$ cat src/rtl/store_data_aligner.sv
// Store aligner: lane-shifts sb/sh/sw data into word writes, splitting boundary-crossing stores in two.
// Latency: accept->mem_req 1 cycle; done 1 cycle after last ack. Backpressure: st_ready low while busy, beats wait on mem_ack.
module store_data_aligner #(
    parameter int ADDR_W = 32
) (
    input  logic              i_clk,
    input  logic              i_rst_n,
    input  logic              i_st_valid,
    output logic              o_st_ready,
    input  logic [2:0]        i_st_type,
    input  logic [ADDR_W-1:0] i_st_addr,
    input  logic [31:0]       i_st_data,
    output logic              o_mem_req,
    output logic [ADDR_W-1:0] o_mem_addr,
    output logic [31:0]       o_mem_wdata,
    output logic [3:0]        o_mem_be,
    input  logic              i_mem_ack,
    output logic              o_st_done,
    output logic              o_st_split
);

    localparam logic [1:0] S_IDLE  = 2'd0;
    localparam logic [1:0] S_BEAT0 = 2'd1;
    localparam logic [1:0] S_BEAT1 = 2'd2;
    localparam logic [1:0] S_DONE  = 2'd3;

    logic [1:0]        r_state;
    logic              r_mem_req;
    logic [ADDR_W-1:0] r_mem_addr;
    logic [31:0]       r_mem_wdata;
    logic [3:0]        r_mem_be;
    logic              r_st_split;
    logic [31:0]       r_b1_wdata;
    logic [3:0]        r_b1_be;

    logic [1:0]        w_off;
    logic [3:0]        w_base;
    logic [31:0]       w_d;
    logic              w_type_ok;
    logic [7:0]        w_mask8;
    logic [63:0]       w_data64;
    logic [ADDR_W-1:0] w_word_addr;

    always_comb begin
        w_base    = 4'b0000;
        w_d       = 32'h0;
        w_type_ok = 1'b0;
        case (i_st_type)
            3'b001: begin w_base = 4'b0001; w_d = {24'h0, i_st_data[7:0]};  w_type_ok = 1'b1; end
            3'b010: begin w_base = 4'b0011; w_d = {16'h0, i_st_data[15:0]}; w_type_ok = 1'b1; end
            3'b011: begin w_base = 4'b1111; w_d = i_st_data;                w_type_ok = 1'b1; end
            default: ;
        endcase
        w_off       = i_st_addr[1:0];
        w_mask8     = {4'b0000, w_base} << w_off;
        w_data64    = {32'h0, w_d} << {w_off, 3'b000};
        w_word_addr = {i_st_addr[ADDR_W-1:2], 2'b00};
    end

    always_ff @(posedge i_clk) begin
        if (!i_rst_n) begin
            r_state     <= S_IDLE;
            r_mem_req   <= 1'b0;
            r_mem_addr  <= '0;
            r_mem_wdata <= 32'h0;
            r_mem_be    <= 4'b0000;
            r_st_split  <= 1'b0;
            r_b1_wdata  <= 32'h0;
            r_b1_be     <= 4'b0000;
        end else begin
            case (r_state)
                S_IDLE: begin
                    if (i_st_valid) begin
                        if (w_type_ok) begin
                            r_state     <= S_BEAT0;
                            r_mem_req   <= 1'b1;
                            r_mem_addr  <= w_word_addr;
                            r_mem_wdata <= w_data64[31:0];
                            r_mem_be    <= w_mask8[3:0];
                            r_st_split  <= |w_mask8[7:4];
                            r_b1_wdata  <= w_data64[63:32];
                            r_b1_be     <= w_mask8[7:4];
                        end else begin
                            // Unknown store type completes without touching memory
                            r_state    <= S_DONE;
                            r_st_split <= 1'b0;
                        end
                    end
                end
                S_BEAT0: begin
                    if (i_mem_ack) begin
                        if (r_st_split) begin
                            r_state     <= S_BEAT1;
                            r_mem_addr  <= r_mem_addr + ADDR_W'(4);
                            r_mem_wdata <= r_b1_wdata;
                            r_mem_be    <= r_b1_be;
                        end else begin
                            r_state   <= S_DONE;
                            r_mem_req <= 1'b0;
                        end
                    end
                end
                S_BEAT1: begin
                    if (i_mem_ack) begin
                        r_state   <= S_DONE;
                        r_mem_req <= 1'b0;
                    end
                end
                default: begin
                    r_state    <= S_IDLE;
                    r_st_split <= 1'b0;
                end
            endcase
        end
    end

    assign o_st_ready  = (r_state == S_IDLE);
    assign o_st_done   = (r_state == S_DONE);
    assign o_st_split  = r_st_split;
    assign o_mem_req   = r_mem_req;
    assign o_mem_addr  = r_mem_addr;
    assign o_mem_wdata = r_mem_wdata;
    assign o_mem_be    = r_mem_be;

endmodule

$ cat config.mk
export PLATFORM = sky130hd
export DESIGN_NAME = store_data_aligner
export DESIGN_NICKNAME = d
export VERILOG_FILES = /design/src/rtl/store_data_aligner.sv
export SDC_FILE = /design/constraint.sdc
export NUM_CORES = 1
export LEC_CHECK = 0
export ABC_AREA = 1
export BUFFER_PORTS_ARGS = -buffer_cell sky130_fd_sc_hd__clkbuf_2
export CAP_MARGIN = 20
export CORE_MARGIN = 10
export CORE_UTILIZATION = 47
export DETAILED_ROUTE_END_ITERATION = 8
export GPL_TIMING_DRIVEN = 0
export PLACE_DENSITY_LB_ADDON = 0.12
export SLEW_MARGIN = 25
export SYNTH_ARGS = -nofsm -noshare
export SYNTH_HDL_FRONTEND = slang
export SYNTH_SLANG_ARGS = --single-unit
$ cat constraint.sdc
create_clock -name i_clk -period 2 [get_ports i_clk]
set_input_delay 0.2 -clock i_clk [delete_from_list [all_inputs] [get_ports i_clk]]
set_output_delay 0.2 -clock i_clk [all_outputs]
set_load 0.01 [all_outputs]
==> flow_summary.json, run 1 <==
{
  "status": "finished clean",
  "numClockSinks": 97,
  "dp_hpwl_um": 16400,
  "synth_top_family_by_area": "simple AND/OR/NAND/NOR gates",
  "dr.pass1.iters": 6,
  "die-area_mm2": 0.0167,
  "timing.final.crit_share_pct": 95.3,
  "grt_setup_unrepaired": "true",
  "antenna_found_initial": 0,
  "die_y_um": 129,
  "synthAdderAreaFrac_pct": 1.11,
  "syn_area_mm2": 0.00562,
  "worst_pin_slew_ps": 704,
  "tritoncts": "done",
  "ios": 143,
  "viasPerCell": 5.56,
  "worstReg2RegStart": "r_state[1]",
  "intPower_uw": 5180,
  "start_util_pct": 48.6,
  "hold_violations": 0,
  "insertion_delay_ps": 370,
  "routedWlPerCell_um": 17.5,
  "totalPowerFinal_uw": 9500,
  "rows": 39,
  "drive_gt1_share_pct": 21.3,
  "relSlewSlack_pct": 53.1,
  "finalWeightedCongestion": 0.964,
  "grt_pass1_wl_um": 32700,
  "required_ps": 2230,
  "syn_inst": 902,
  "final_cell_area_mm2": 0.00697,
  "cts_max_path_buffers": 2,
  "slew_viol_final": 0,
  "area_growth_pct": 23.9,
  "final_common_cell": "nand2_1",
  "swShare_pct": 45.5,
  "cts-root-buf": "clkbuf_16",
  "finalSetupViolations": 0,
  "nets": 1133,
  "seq_area_frac_synth_pct": 34.5,
  "synth-main-ff-cell": "dfxtp_1",
  "core_area_mm2": 0.0116,
  "period_needed_ps": 1910,
  "vias": 6694,
  "ys_seq_elements": 97,
  "synth_xor_area_share_pct": 0.156,
  "rrSetupSlack_ps": 90,
  "clkTransAtPathRegs_ps": 80,
  "cts-buffers-inserted": 9,
  "synth_compound_area_share_pct": 19.6,
  "diodes": 0,
  "cts_hold_buf": 0,
  "hp-start": "i_st_addr[4]",
  "fmax_mhz": 525,
  "syn_area_per_cell_um2": 6.23,
  "portBuffers": 138,
  "final_cell_mix": "220 x nand2_1, 155 x nor2_1, 141 x clkbuf_2, 95 x dfxtp_1, 81 x o21ai_0",
  "ant_nets": 0,
  "net-switching-power_uw": 4320,
  "yosys.area_share.simple_pct": 35.7,
  "grt-ovfl-total": 0,
  "crit_fanout": 10,
  "drt_iter0_drc": 555,
  "skew_ps": 9.42,
  "combPwrFrac_pct": 48.8,
  "arrival_ps": 2130,
  "totalWireLength_um": 21100,
  "grt_use_total_pct": 24.8,
  "cts_max_level": 3,
  "powerDensity_mw_per_mm2": 1360,
  "p_seq_share_pct": 32.9,
  "yosys-mux-area-fraction_pct": 0,
  "synth.yosys.warnings": 0,
  "first_global_vias": 6393,
  "maxCapViolations": 0,
  "dieWidth_um": 129,
  "drc": 0,
  "detailed_place.area_mm2": 0.00650,
  "hold_path_class": "primary input to register",
  "vdd_ir_drop_max_v": 0.000943,
  "synth-async-reset-ratio_pct": 0,
  "startpoint_type": "register",
  "synth_cell_types": 40,
  "synth_edf_count": 0,
  "p_leak_uw": 0.00303,
  "p_clk_share_pct": 18.3,
  "crit_path_end_kind": "register",
  "grt_max_degree": 19,
  "startpoint": "r_state[1]",
  "path_class": "register to register"
}
-- synthesized netlist by cell type (2+ instances only) --
cell / number / area [um2]
clkinv_1: 2 / 7.51
o21ai_1: 3 / 15.0
clkbuf_1: 21 / 78.8
o21a_1: 3 / 22.5
nand2_2: 6 / 37.5
o211ai_1: 2 / 15.0
nand4_1: 3 / 18.8
a22oi_1: 15 / 113
a31oi_1: 8 / 50.1
inv_2: 3 / 11.3
nand2_1: 220 / 826
nor2_4: 2 / 22.5
nor3_1: 20 / 100
dfxtp_1: 97 / 1940
buf_2: 19 / 95.1
ha_1: 5 / 62.6
nor2_1: 157 / 589
o21ai_0: 83 / 415
a2bb2oi_1: 4 / 35.0
or2_2: 8 / 50.1
buf_4: 3 / 22.5
nor2_2: 5 / 31.3
a21boi_0: 3 / 22.5
buf_6: 4 / 45.0
a211oi_1: 2 / 15.0
o22ai_1: 2 / 12.5
nand3_1: 55 / 275
a21oi_1: 75 / 375
inv_1: 61 / 229
-- registers in the layout, indices dropped and copies added, names as in the netlist --
register     flops
o_mem_addr      30
o_mem_be         4
o_mem_req        1
o_mem_wdata     32
o_st_split       1
r_b1_be          3
r_b1_wdata      24
r_state          2
-- per-layer routing --
metal	GRT usage [%]	part of all wire, %	vias to the layer above
met5	0	0	-
met4	14.0	4.6	0
met3	5.91	9.2	61
met2	42.1	48	342
met1	28.0	39	3021
li1	-	-	3270
-- worst paths after layout --
check | end | depth (start not counted)
min reg2reg | r_b1_be[1] | 2
min | o_mem_addr[4] | 3
max reg2reg | o_mem_addr[20] | 13
max | o_mem_addr[20] | 13
-- repair_timing --
action	4_1_cts	5_1_grt
setup endpoints to repair	22	62
buffers inserted	0	5
cloned	0	1
gates resized for setup	6	29
pin swaps	0	2
-- cells by family after synthesis --
family / count (synthesis)
xor gates and xnor gates: 1
other: 1
adders and majority gates: 5
buffers and inverters: 115
AOI/OAI and AO/OA: 201
and+or+nand+nor: 482
DFF: 97
-- worst max-delay path, cell delays in order (launching register included) --
cell     delay, ps
dfxtp_4        370
inv_4           70
ha_4           130
buf_8          130
inv_6           50
or2_4          270
nand2_4         90
nor2_4          50
buf_4          130
nand2_4        100
buf_8          150
nor2_1          40
nor2_1         110
a21oi_1         70
-- power by group through the flow --
stage / registers (uW) / clock network, uW / logic [uW]
2_1_floorplan: 3260 / 0 / 2420
3_3_place_gp: 3120 / 0 / 4210
3_5_place_dp: 3120 / 0 / 4230
4_1_cts: 3090 / 1740 / 4270
5_1_grt: 3200 / 1830 / 5120
6_report: 3120 / 1740 / 4640
-- per-stage QoR --
stage	setup slack (ps)	hold slack, ps	std cells	setup TNS (ps)	utilization (%)
6_report	94.2	82.1	1205	0	60.3
5_1_grt	-4.12	87.7	1205	-4.12	60.3
4_1_cts	17.0	83.2	1199	0	58.8
3_5_place_dp	-134	458	1184	-1250	56.2
3_3_place_gp	-140	453	1184	-1150	56.2
2_1_floorplan	284	346	903	0	-
-- final cells by class --
| cell class | count | area [um2] |
|---|---|---|
| clock inverter | 6 | 61.3 |
| tap | 143 | 179 |
| inverter | 67 | 259 |
| sequential | 97 | 1950 |
| fill | 1191 | 4600 |
| buffer | 47 | 268 |
| timing repair buffer | 144 | 766 |
| clock buffer | 10 | 229 |
| multi-input combinational | 691 | 3260 |
(Power assumes the default switching activity.)
==> run 2, diff against run 1 <==
--- a/config.mk
+++ b/config.mk
@@ -9,10 +9,9 @@
 export BUFFER_PORTS_ARGS = -buffer_cell sky130_fd_sc_hd__clkbuf_2
 export CAP_MARGIN = 20
 export CORE_MARGIN = 10
-export CORE_UTILIZATION = 47
+export CORE_UTILIZATION = 54
 export DETAILED_ROUTE_END_ITERATION = 8
-export GPL_TIMING_DRIVEN = 0
-export PLACE_DENSITY_LB_ADDON = 0.12
+export PLACE_DENSITY = 0.85
 export SLEW_MARGIN = 25
 export SYNTH_ARGS = -nofsm -noshare
 export SYNTH_HDL_FRONTEND = slang
==> run 2 against run 1 <==
Effect of this change:
- sequential share of layout area increased by 0.62 points
- routed wire length decreased by 8.9%
- hold slack got worse by 21 ps
- design area decreased by 2.4%
- die area decreased by 11%
- worst setup slack improved by 36 ps
- non-clock buffer count decreased by 20
- first-iteration DRC count increased by 56%
- total power decreased by 5.8%
- critical endpoint is now o_mem_addr[17]
- largest power group unchanged
==> flow_summary.json, run 2 (synthesized netlist as in run 1, its figures left out) <==
{
  "status": "finished clean",
  "timing.final.crit_share_pct": 93.5,
  "cts-buffers-inserted": 9,
  "setup_ws_ps": 131,
  "fmax_mhz": 535,
  "post-place-ws_ps": 28.8,
  "final_util_pct": 66.5,
  "cts_max_path_buffers": 2,
  "tritoncts": "done",
  "routedWlPerCell_um": 16.3,
  "startpoint_type": "register",
  "vdd_ir_drop_max_v": 0.000648,
  "finalWeightedCongestion": 0.974,
  "crit_fanout": 9,
  "powerDensity_mw_per_mm2": 1310,
  "hold_path_class": "primary input to register",
  "numClockSinks": 97,
  "totalPowerFinal_uw": 8940,
  "p_leak_uw": 0.00299,
  "start_util_pct": 55.0,
  "nets": 1113,
  "diodes": 0,
  "grt_pass1_wl_um": 30500,
  "final_common_cell": "nand2_1",
  "ios": 143,
  "rrSetupSlack_ps": 130,
  "area_growth_pct": 21.0,
  "dieWidth_um": 122,
  "arrival_ps": 2180,
  "grt_setup_unrepaired": "false",
  "rows": 37,
  "core_area_mm2": 0.0102,
  "viasPerCell": 5.62,
  "grt_use_total_pct": 24.8,
  "grt_max_degree": 56,
  "skew_ps": 16.1,
  "grt-ovfl-total": 0,
  "dp_hpwl_um": 14000,
  "slew_viol_final": 0,
  "path_class": "register to register",
  "ant_nets": 0,
  "period_needed_ps": 1870,
  "cts_hold_buf": 0,
  "worst_pin_slew_ps": 620,
  "final_cell_mix": "220 x nand2_1, 157 x nor2_1, 140 x clkbuf_2, 96 x dfxtp_1, 83 x o21ai_0",
  "antenna_found_initial": 0,
  "drt_iter0_drc": 864,
  "clkTransAtPathRegs_ps": 120,
  "cts_max_level": 3,
  "finalSetupViolations": 0,
  "crit_path_end_kind": "register",
  "drc": 0,
  "vias": 6626,
  "hold_violations": 0,
  "largest_reg_flops": 32,
  "drive_gt1_share_pct": 21.4,
  "die_y_um": 122,
  "portBuffers": 140,
  "die-area_mm2": 0.0149,
  "required_ps": 2310,
  "dr.pass1.iters": 6,
  "insertion_delay_ps": 380,
  "first_global_vias": 6222,
  "relSlewSlack_pct": 58.7,
  "cts-root-buf": "clkbuf_8",
  "timing.setup.tns_ps": 0,
  "totalWireLength_um": 19300,
  "maxCapViolations": 0
}
run 2: area by class of cell:
| cell class | count | area [um2] |
|---|---|---|
| repair buffers | 171 | 1010 |
| multi-input cells | 691 | 3230 |
| well taps | 136 | 170 |
| inverters | 67 | 254 |
| fillers | 935 | 3430 |
| clock buffers | 9 | 124 |
| flip-flops and latches | 97 | 1940 |
| clock inverters | 7 | 70.1 |
run 2: timing repair:
action,CTS,global route
setup buffers,1,3
setup endpoints to repair,1,27
pin swaps,1,1
cloned,1,1
gates resized for setup,0,10
run 2: final timing paths:
kind,cells after the start,start,to
worst min-delay path,3,i_st_data[4],o_mem_wdata[4]
worst max-delay path,12,r_state[0],o_mem_addr[17]
worst max register to register,12,r_state[0],o_mem_addr[17]
worst min register to register,2,r_b1_be[1],r_b1_be[1]
run 2: per-layer routing:
layer / wire [um] / GRT usage (%) / part of all wire, %
met4: 621 / 11.5 / 3.2
met3: 1920 / 5.04 / 10
met1: 7530 / 30.3 / 39
met2: 9180 / 41.0 / 48
met5: 0 / 0 / 0
run 2: stage by stage:
stage,area (um2),hold slack [ps],std cells
6_report,6810,61.3,1178
5_1_grt,6810,81.6,1178
4_1_cts,6710,61.2,1174
3_5_place_dp,6480,458,1156
3_3_place_gp,6480,453,1156
2_1_floorplan,5630,346,903
run 2: critical path: stages, from the launching register on:
cell and delay (ps):
dfxtp_2 370, inv_2 80, ha_4 160, inv_1 70
o21ai_2 170, nand2_2 90, nor2_4 210, buf_12 160
buf_4 160, nand2_1 60, nor2_1 110, nor2_1 60
a21oi_1 120
run 2: power breakdown:
part	switching [uW]	total, uW	internal [uW]
sequential	557	3110	2550
combinational	2750	4520	1770
clock	825	1310	489
total	4130	8940	4810
